### config.mk
export PLATFORM = sky130hd
export DESIGN_NAME = serial_adder
export DESIGN_NICKNAME = d
export VERILOG_FILES = /design/src/rtl/serial_adder.sv
export SDC_FILE = /design/constraint.sdc
export NUM_CORES = 1
export LEC_CHECK = 0
export ABC_CLOCK_PERIOD_IN_PS = 1600
export CORE_MARGIN = 8
export CORE_UTILIZATION = 40
export DETAILED_ROUTE_END_ITERATION = 12
export PLACE_DENSITY = 0.64
export SYNTH_ARGS = -nofsm -noshare
export SYNTH_HDL_FRONTEND = slang
export SYNTH_SLANG_ARGS = --single-unit
### constraint.sdc
create_clock -name iClk -period 1.6 [get_ports iClk]
set_input_delay 0.32 -clock iClk [delete_from_list [all_inputs] [get_ports iClk]]
set_output_delay 0.32 -clock iClk [all_outputs]
set_load 0.005 [all_outputs]
### src/rtl/serial_adder.sv
// serial_adder
//   Bit-serial adder: accepts two WIDTH-bit operands plus a carry-in over a
//   valid/ready handshake, adds them one bit per clock (LSB first) through a
//   single full-adder slice with a registered carry, and presents the sum,
//   carry-out and signed-overflow flag over a second valid/ready handshake.
//
// Ports
//   iClk      in   1      clock, rising edge
//   iRst      in   1      synchronous active-high reset
//   iValid    in   1      operand valid
//   oReady    out  1      block can accept operands (IDLE)
//   iA        in   WIDTH  operand A
//   iB        in   WIDTH  operand B
//   iCarry    in   1      carry-in
//   oValid    out  1      result valid (DONE)
//   iReady    in   1      downstream accepts result
//   oSum      out  WIDTH  A + B + carry-in, modulo 2^WIDTH
//   oCarry    out  1      carry out of the MSB
//   oOverflow out  1      signed overflow (carry into MSB ^ carry out of MSB)
//
// All outputs come from registers or are decoded from the registered state;
// no input reaches an output combinationally.

module serial_adder #(
  parameter int WIDTH = 8
) (
  input  logic             iClk,
  input  logic             iRst,
  input  logic             iValid,
  output logic             oReady,
  input  logic [WIDTH-1:0] iA,
  input  logic [WIDTH-1:0] iB,
  input  logic             iCarry,
  output logic             oValid,
  input  logic             iReady,
  output logic [WIDTH-1:0] oSum,
  output logic             oCarry,
  output logic             oOverflow
);

  // Counter must hold 0..WIDTH; at least one bit even for WIDTH = 1.
  localparam int CW = ($clog2(WIDTH + 1) < 1) ? 1 : $clog2(WIDTH + 1);
  localparam logic [CW-1:0] LAST = CW'(WIDTH - 1);

  typedef enum logic [1:0] {
    IDLE,
    SHIFT,
    DONE
  } state_e;

  state_e           state_q, state_d;
  logic [WIDTH-1:0] a_q, a_d;
  logic [WIDTH-1:0] b_q, b_d;
  logic [WIDTH-1:0] sum_q, sum_d;
  logic             c_q, c_d;
  logic [CW-1:0]    cnt_q, cnt_d;
  logic             carry_q, carry_d;
  logic             ovf_q, ovf_d;

  // Full-adder slice on the current LSBs and the registered carry.
  logic bit_s;
  logic bit_c;

  always_comb begin
    bit_s = a_q[0] ^ b_q[0] ^ c_q;
    bit_c = (a_q[0] & b_q[0]) | ((a_q[0] ^ b_q[0]) & c_q);
  end

  always_comb begin
    state_d = state_q;
    a_d     = a_q;
    b_d     = b_q;
    sum_d   = sum_q;
    c_d     = c_q;
    cnt_d   = cnt_q;
    carry_d = carry_q;
    ovf_d   = ovf_q;

    case (state_q)
      IDLE: begin
        if (iValid) begin
          a_d     = iA;
          b_d     = iB;
          c_d     = iCarry;
          cnt_d   = '0;
          state_d = SHIFT;
        end
      end

      SHIFT: begin
        // Shift-then-overwrite keeps this legal for WIDTH = 1, where a
        // concatenation with sum_q[WIDTH-1:1] would be an empty slice.
        sum_d            = sum_q >> 1;
        sum_d[WIDTH-1]   = bit_s;
        a_d              = a_q >> 1;
        b_d              = b_q >> 1;
        c_d              = bit_c;
        cnt_d            = cnt_q + CW'(1);
        if (cnt_q == LAST) begin
          // c_q is the carry into the MSB on this last slice.
          carry_d = bit_c;
          ovf_d   = c_q ^ bit_c;
          state_d = DONE;
        end
      end

      DONE: begin
        if (iReady) begin
          state_d = IDLE;
        end
      end

      default: begin
        state_d = IDLE;
      end
    endcase
  end

  always_ff @(posedge iClk) begin
    if (iRst) begin
      state_q <= IDLE;
      a_q     <= '0;
      b_q     <= '0;
      sum_q   <= '0;
      c_q     <= 1'b0;
      cnt_q   <= '0;
      carry_q <= 1'b0;
      ovf_q   <= 1'b0;
    end else begin
      state_q <= state_d;
      a_q     <= a_d;
      b_q     <= b_d;
      sum_q   <= sum_d;
      c_q     <= c_d;
      cnt_q   <= cnt_d;
      carry_q <= carry_d;
      ovf_q   <= ovf_d;
    end
  end

  assign oReady    = (state_q == IDLE);
  assign oValid    = (state_q == DONE);
  assign oSum      = sum_q;
  assign oCarry    = carry_q;
  assign oOverflow = ovf_q;

endmodule

== Yosys cells after proc, flatten, opt, wreduce, memory -nomap -nowiden ==
Index checks and enable logic that the tools add are counted.

* Add/sub/neg operators: 1
* Equal/unequal tests: 6
* Muxes and demuxes: 12
* Bitwise operators: 6
* Reduce and logical (&&, ||, !) cells: 5

{| class="wikitable"
|+ Operators by type and width
! kind !! count
|-
| 8-bit one-hot mux with 2 select lines || 2
|-
| 8-bit two-way mux || 2
|-
| 4-bit one-hot mux with 2 select lines || 1
|-
| 2-bit two-way mux || 3
|-
| 2-bit one-hot mux with 3 select lines || 1
|-
| 4-bit by 1-bit adder with 4-bit output, second input constant || 1
|-
| 4-bit by 3-bit == test with 1-bit output, second input constant || 1
|-
| 4-bit two-way mux || 1
|-
| 2-bit != test, second input constant || 2
|-
| 2-bit AND reduction || 2
|-
| 3-bit AND reduction || 1
|-
| 1-bit bitwise XOR || 3
|-
| 1-bit AND || 2
|-
| 2-bit by 1-bit == test with 1-bit output, second input constant || 1
|-
| 2-bit == test, second input constant || 1
|-
| 2-bit logical NOT || 1
|-
| 2-bit by 1-bit != test with 1-bit output, second input constant || 1
|-
| 1-bit one-hot mux with 2 select lines || 1
|-
| 2-bit nonzero test || 1
|-
| 1-bit two-way mux || 1
|-
| 1-bit OR || 1
|}

* Register bits: 33
* Output and inout bits: 12

== Depth between registers and ports, before layout ==
Gate-level depths: netlist of run 1.

* Depth after elaboration: 4
* Mapped depth: 5
* Depth with buffers taken out: 4

== Worst setup path after synthesis of run 1 ==
Ideal clock, no wire load.

* Path type: register to register
* From: register cnt_q[0]
* To: register ovf_q (netlist: oOverflow)
* Data arrival time: 1.136 ns
* Path slack: 0.373 ns
* Stages on the path, launching flop included: 6
* Path buffers: 1
* Clock period less this slack: 1.227 ns
* Path through: dfxtp_1 ha_1 and3b_1 clkbuf_1 a21oi_1 a311oi_1

* Word-level cells in the longest chain between the ends: 2

{| class="wikitable"
|+ Ends and longest elaborated chain
! element !! RTL line !! RTL
|-
| start: declaration || 56 || <nowiki>logic [CW-1:0] cnt_q, cnt_d;</nowiki>
|-
| start signal: assignment || 135 || <nowiki>cnt_q <= cnt_d;</nowiki>
|-
| 4-bit by 3-bit == test with 1-bit output || 99 || <nowiki>if (cnt_q == LAST) begin</nowiki>
|-
| 2-bit AND reduction (no line) || -- ||
|-
| end signal: assignment || 137 || <nowiki>ovf_q <= ovf_d;</nowiki>
|-
| end: declaration || 58 || <nowiki>logic ovf_q, ovf_d;</nowiki>
|}

Every way passes these cells.
A chain may end at the register's enable or synchronous reset.

== Worst setup path in the final report of run 1 ==
* From: register sum_q[1] (netlist: oSum[1])
* To: output port oSum[1]

{| class="wikitable"
|+ RTL lines
! element !! RTL line !! RTL
|-
| start: declaration || 54 || <nowiki>logic [WIDTH-1:0] sum_q, sum_d;</nowiki>
|-
| start signal: assignment || 133 || <nowiki>sum_q <= sum_d;</nowiki>
|-
| end: declaration || 36 || <nowiki>output logic [WIDTH-1:0] oSum,</nowiki>
|}

No word-level cell between the ends.

==> results of run 1 <==
## sequential cells by signal (all words and copies together), names as in the netlist
name       count
a_q            8
b_q            8
c_q            1
cnt_q          4
oCarry         1
oOverflow      1
oSum           8
state_q        2
## cell usage in the layout, fill, tap and decap left out, types with 2 or more instances in the layout
master	instances
nor2_1	31
dfxtp_1	31
clkdlybuf4s50_1	30
nand2_1	20
a211oi_1	16
o2bb2ai_1	11
a21oi_1	11
buf_4	9
clkbuf_4	5
o22ai_1	4
inv_1	3
nand3_1	3
a22oi_1	2
a32oi_1	2
nand2b_1	2
clkinv_2	2
dlygate4sd2_1	2
dfxtp_2	2
## final timing paths
path                             to                     from  slack, ns
max reg2reg  oOverflow$_SDFFE_PP0P_  state_q[1]$_SDFFE_PP0P_       0.17
min            oSum[0]$_SDFFE_PP0P_     oSum[0]$_SDFFE_PP0P_       0.47
min reg2reg    oSum[0]$_SDFFE_PP0P_     oSum[0]$_SDFFE_PP0P_       0.47
max                         oSum[1]     oSum[1]$_SDFFE_PP0P_       0.06
## power by group through the flow
stage	registers, W	clock network (W)	logic [W]
2_1_floorplan	0.000907	0	0.000149
3_3_place_gp	0.000912	0	0.000243
3_5_place_dp	0.000913	0	0.000251
4_1_cts	0.000896	0.000466	0.000250
5_1_grt	0.000903	0.000501	0.000276
6_report	0.000896	0.000442	0.000248
## routing by layer
metal / vias to the layer above / wire, um / GRT usage [%]
met3: 5 / 262 / 4.47
met4: 0 / 51 / 5.12
met1: 598 / 1470 / 14.8
li1: 662 / - / -
met5: - / 0 / 0
met2: 40 / 1580 / 22.1
## layout make-up
cell class                 count  area share, %
timing repair buffer          42           21.6
sequential                    33           35.3
tap                           46           3.07
inverter                       3          0.600
multi-input combinational    117           36.7
clock buffer                   6           2.20
clock inverter                 2          0.533
## cells by family after synthesis
| family | after synthesis | share of synthesized area, % |
|---|---|---|
| AND/OR/NAND/NOR | 61 | 17.6 |
| XOR/XNOR | 1 | 0.615 |
| AO/OA/AOI/OAI | 52 | 26.8 |
| multiplexers | 1 | 0.702 |
| flip-flops | 33 | 46.4 |
| adder cells (fa/ha/maj) | 2 | 2.28 |
| buffers and inverters | 16 | 5.71 |
## worst min-delay path: cells and delay by family (launching register included)
kind,cells,cell delay (ns)
AOI/OAI and AO/OA,1,0.05
DFF,1,0.33
and+or+nand+nor,1,0.06
## per-stage QoR
stage	instance area, um2	hold slack (ns)	std cells	worst slack, ns	utilization (%)
after floorplan	1430	0.453	166	0.373	-
after global placement	1820	0.446	241	0.0125	53.7
after detailed placement	1820	0.465	241	-0.0603	53.7
after CTS	1880	0.479	249	0.0414	55.4
after global routing	1880	0.499	249	0.00826	55.4
final	1880	0.473	249	0.0572	55.4
==> impl_metrics.csv, run 1 <==
group,metric,value,unit
synth,yosys-top-cells-count,"33 x dfxtp_1, 32 x nor2_1, 20 x nand2_1",
global_route,grt_pass1_vias,1289,
pwr,switching_share,26.5,%
die,coreArea,3390,um2
clocking,cts-htree-levels,2,
pwr,power.internal,0.00117,W
drt,post_drt_wl_per_cell,13.5,um
synth,synth_seq_cells,33,
die,die_y,75.7,um
pwr,seq_power_share,56.5,%
synth,synth_cells,166,
clocking,clk_pin_slew,0.10,ns
min_path,min_path_type,"reg -> reg",
worst_setup_path,critPathCaptureType,"output port",
pwr,leakage,0.688,nW
clocking,holdBufCountCts,0,
flow_run,maxCapViolCount,0,
finish,n_antenna_cell,0,
pwr,power,0.00159,W
synth,synth_edf_count,0,
worst_setup_path,path_cells,"clkdlybuf4s50_1",
global_route,antenna_found_initial,0,
clocking,post_cts.repair.setup_buffers,0,
synth,postSynth.asyncResetShare,0,%
clocking,cts_tree,"built",
synth,ys_seq_area_share,46.4,%
global_route,grt_max_degree,34,
synth,yosysTopAreaCell,"dfxtp_1",
timing,max_freq,0.648,GHz
timing,hold_violations,0,
global_route,grt.total_usage,13.1,%
global_route,grt_pass1_wl,5.70,mm
pwr,powerDensity,845,nW/um2
finish,area_delta_synth_final,31.7,%
placed_design,place_hpwl,2.45,mm
placed_design,portBuffers,32,
synth,avgSynthCellArea,8.59,um2
synth,syn_area,1430,um2
drt,antenna_left,0,
synth,ys_types,30,
timing,tns,0,ns
timing,fin_skew,0.00717,ns
drt,via_per_inst,5.24,
timing,setup_viol,0,
worst_setup_path,worst_setup_path_start_kind,"flop",
clocking,clock_latency,0.33,ns
timing,maxSlewViolCount,0,
worst_setup_path,worstSetupPathType,"reg -> out",
worst_setup_path,cp.arrival,1.22,ns
synth,synth_top_area_share,46.4,%
die,fp-row-count,21,
run_status,status,"finished clean",
timing,min_period_over_period,96.4,%
drt,drtPass1Iterations,6,
clocking,root_buffer,"clkbuf_4",
pwr,pwr-share-clk,27.9,%
synth,ys.flop_type,"dfxtp_1",
clocking,clockBufferDepth,2,
synth,ys_warn_count,0,
synth,syn-num-nets,189,
synth,synth_area_leaders,"dfxtp_1 46%, a211oi_1 8.4%, nor2_1 8.4%",
worst_setup_path,cp_num_cells,1,
die,ios,33,
timing,final.min_clock_period,1.54,ns
die,die_w,75.7,um
pwr,switching_power,0.000421,W
worst_setup_path,crit_family,"buffers and inverters",
finish,fin_nets,225,
worst_setup_path,critPathMaxStageDelay,0.51,ns
clocking,cts_sinks,33,
drt,drt_iter0_drc,70,
timing,grt_setup_unrepaired,"false",
pwr,peakVddDrop,0.496,mV
die,dieArea,5730,um2
timing,tightest_slew,0.489,ns
placed_design,gp_congestion,0.798,
global_route,grt_remaining_overflow,0,
synth,synth.most_common_cell,"dfxtp_1",
finish,multi_input_area,688,um2
worst_setup_path,crit_slowest_cell,"clkdlybuf4s50_1",
timing,slew-limit-headroom,67.3,%
drt,routed_wl,3.36,mm
min_path,holdPathStages,2,
finish,fillCellCount,312,
worst_setup_path,path_max_fanout,3,
worst_setup_path,worstPathRequired,1.28,ns
die,initial_core_util,42.0,%
clocking,cts_resized,6,
worst_setup_path,cp_num_buf_inv,1,
finish,final_layout_size_suffix_gt1_share,11.3,%
finish,area.sequential,663,um2
drt,dr_total_vias,1305,
clocking,cts_made_buffers,5,
pwr,combPwrFrac,15.7,%
worst_setup_path,reg2regPathDepth,5,
drt,drc,0,
Note: power is estimated with default switching activity, not from simulation.
==> inputs of run 2 (changes only) <==
--- a/config.mk
+++ b/config.mk
@@ -5,9 +5,11 @@
 export SDC_FILE = /design/constraint.sdc
 export NUM_CORES = 1
 export LEC_CHECK = 0
+export ABC_AREA = 1
 export ABC_CLOCK_PERIOD_IN_PS = 1600
 export CORE_MARGIN = 8
 export CORE_UTILIZATION = 40
+export CTS_CLUSTER_DIAMETER = 200
 export DETAILED_ROUTE_END_ITERATION = 12
 export PLACE_DENSITY = 0.64
 export SYNTH_ARGS = -nofsm -noshare
==> run 2 against run 1 <==
Sequential cell count is the same. Clock power up 55%. First-iteration DRC count rose by 20%. Register-to-register slack better by 0.14 ns. Critical path depth stayed put. Non-clock buffer count grew 1. Sequential power increased by 1%. Combinational power grew 25%. Setup slack gained 0.083 ns. Final cell count is 27% higher. Clock-buffer cell count increased by 1. Largest cell class unchanged.
==> impl_metrics.csv, run 2 <==
group,metric,value,unit
run_status,status,"finished clean",
clocking,clockBufferDepth,2,
synth,postSynth.asyncResetShare,0,%
worst_setup_path,cp.arrival,1.14,ns
drt,routed_wl,3.48,mm
worst_setup_path,worst_setup_path_start_kind,"flop",
worst_setup_path,path_cells,"clkdlybuf4s50_1",
synth,ys_seq_area_share,43.8,%
synth,avgSynthCellArea,6.62,um2
worst_setup_path,worstPathRequired,1.28,ns
synth,yosys-top-cells-count,"59 x nor2_1, 52 x nand2_1, 33 x dfxtp_1",
die,coreArea,3630,um2
finish,area.sequential,666,um2
finish,fin_nets,290,
global_route,antenna_found_initial,0,
synth,synth_top_area_share,43.8,%
synth,synth_area_leaders,"dfxtp_1 44%, nor2_1 15%, nand2_1 13%",
synth,ys.flop_type,"dfxtp_1",
timing,min_period_over_period,91.3,%
timing,tightest_slew,0.249,ns
clocking,cts_tree,"built",
synth,yosysTopAreaCell,"dfxtp_1",
placed_design,portBuffers,32,
global_route,grt_pass1_vias,1452,
timing,maxSlewViolCount,0,
worst_setup_path,critPathCaptureType,"output port",
worst_setup_path,path_max_fanout,3,
pwr,peakVddDrop,0.641,mV
worst_setup_path,worstSetupPathType,"reg -> out",
worst_setup_path,r2r_start,"state_q[0]$_SDFFE_PP0P_",
synth,synth_seq_cells,33,
finish,n_antenna_cell,0,
timing,hold_violations,0,
synth,syn_area,1510,um2
pwr,powerDensity,938,nW/um2
min_path,worstHoldStart,"a_q[7]$_SDFFE_PP0P_",
pwr,power,0.00190,W
global_route,grt_remaining_overflow,0,
drt,drt_iter0_drc,84,
global_route,grt_max_degree,19,
finish,multi_input_area,707,um2
worst_setup_path,crit_family,"buffers and inverters",
die,initial_core_util,41.5,%
worst_setup_path,crit_slowest_cell,"clkdlybuf4s50_1",
drt,drc,0,
worst_setup_path,reg2reg_slack,0.31,ns
clocking,cts-htree-levels,2,
clocking,cts_sinks,33,
synth,synth_edf_count,0,
synth,ys_warn_count,0,
clocking,cts_made_buffers,5,
synth,ys_types,18,
synth,synth_cells,228,
placed_design,place_hpwl,2.61,mm
clocking,clk_pin_slew,0.06,ns
die,ios,33,
clocking,clock_latency,0.28,ns
finish,area_delta_synth_final,34.5,%
timing,final.min_clock_period,1.46,ns
timing,grt_setup_unrepaired,"false",
drt,drtPass1Iterations,4,
die,die_y,77.4,um
clocking,holdBufCountCts,0,
drt,dr_total_vias,1458,
global_route,grt.total_usage,12.6,%
worst_setup_path,reg2regPathDepth,7,
die,fp-row-count,22,
worst_setup_path,reg2reg_to,"b_q[7]$_SDFFE_PP0P_",
finish,final_layout_size_suffix_gt1_share,10.1,%
flow_run,maxCapViolCount,0,
drt,via_per_inst,4.61,
min_path,holdPathStages,2,
min_path,min_path_type,"reg -> reg",
min_path,hold_end,"a_q[7]$_SDFFE_PP0P_",
timing,max_freq,0.685,GHz
timing,slew-limit-headroom,83.4,%
global_route,grt_pass1_wl,6.26,mm
synth,syn-num-nets,251,
worst_setup_path,cp_num_buf_inv,1,
pwr,leakage,0.902,nW
drt,antenna_left,0,
die,dieArea,5990,um2
finish,fillCellCount,389,
timing,tns,0,ns
clocking,root_buffer,"clkbuf_8",
timing,fin_skew,0.00394,ns
timing,setup_viol,0,
drt,post_drt_wl_per_cell,11.0,um
die,die_w,77.4,um
synth,synth.most_common_cell,"nor2_1",
placed_design,gp_congestion,0.794,
worst_setup_path,critPathMaxStageDelay,0.51,ns
finish,final_common_cell,"nor2_1",
finish,mostFrequentLayoutCells,"59 x nor2_1, 52 x nand2_1, 31 x dfxtp_1, 30 x clkdlybuf4s50_1, 26 x nand3_1",
==> run 2: cell count changes after synthesis, moves of 4 or more <==
cell       previous run  this run
a211oi_1             16         0
a21oi_1              11         6
buf_2                 2         6
clkbuf_1              6         2
inv_1                 3        20
nand2_1              20        52
nand3_1               3        26
nor2_1               32        59
o21ai_0               0        11
o22ai_1               4         0
o2bb2ai_1            11         0
==> run 2: where the power goes <==
group,total (W),internal (W),switching [W],leakage (nW)
Combinational,0.000310,0.000160,0.000149,0.577
Clock,0.000686,0.000389,0.000298,0.0542
Sequential,0.000907,0.000872,0.0000345,0.272
==> run 2: layout make-up <==
cell class / instances / share of cell area [%]
tap: 48 / 2.96
clock inverter: 1 / 0.247
clock buffer: 7 / 4.75
multi-input combinational: 162 / 34.8
timing repair buffer: 43 / 20.3
inverter: 22 / 4.07
sequential: 33 / 32.8
==> run 2: worst max path at each step <==
stage,to,slack [ns],start,cells past startpoint
6_report,oSum[6],0.14,oSum[6]$_SDFFE_PP0P_,1
4_1_cts,oSum[4],0.12,oSum[4]$_SDFFE_PP0P_,1
2_1_floorplan,oOverflow$_SDFFE_PP0P_,0.44,a_q[0]$_SDFFE_PP0P_,7
3_5_place_dp,b_q[1]$_SDFFE_PP0P_,0.12,iValid,7
3_3_place_gp,b_q[3]$_SDFFE_PP0P_,0.13,iValid,7
5_1_grt,oSum[2],0.07,oSum[2]$_SDFFE_PP0P_,1
==> run 2: what timing repair did <==
| action | CTS | global route |
|---|---|---|
| buffers inserted | 1 | 0 |
| gates resized for setup | 6 | 0 |
| setup endpoints to repair | 2 | 0 |
==> run 2: per-stage QoR <==
step	cell area (um2)	hold WS, ns	util, %	setup WS, ns	cells
6_report	2030	0.464	55.9	0.140	316
5_1_grt	2030	0.504	55.9	0.0700	316
4_1_cts	2030	0.471	55.9	0.119	316
3_5_place_dp	1910	0.462	52.7	0.121	307
3_3_place_gp	1910	0.457	52.7	0.129	307
2_1_floorplan	1510	0.445	-	0.436	228
==> run 2: metal layers <==
| layer | track usage [%] | vias up | share of wire, % |
|---|---|---|---|
| met5 | 0 | - | 0 |
| met4 | 4.53 | 0 | 1.3 |
| met3 | 5.30 | 4 | 5.0 |
| met2 | 21.2 | 28 | 47 |
| met1 | 13.9 | 648 | 47 |
| li1 | - | 778 | - |
==> run 2: cells by family after synthesis <==
kind of cell / Yosys count / synth area share, %
AOI/OAI and AO/OA: 18 / 6.14
adders and majority gates: 2 / 2.16
buffers and inverters: 33 / 9.70
DFF: 33 / 43.8
and+or+nand+nor: 142 / 38.2
==> inputs of run 3 (changes only) <==
--- a/config.mk
+++ b/config.mk
@@ -12,6 +12,7 @@
 export CTS_CLUSTER_DIAMETER = 200
 export DETAILED_ROUTE_END_ITERATION = 12
 export PLACE_DENSITY = 0.64
+export SKIP_LAST_GASP = 1
 export SYNTH_ARGS = -nofsm -noshare
 export SYNTH_HDL_FRONTEND = slang
 export SYNTH_SLANG_ARGS = --single-unit
==> results of run 3 <==
No change in the layout: final DEF, timing and power equal those of run 2.
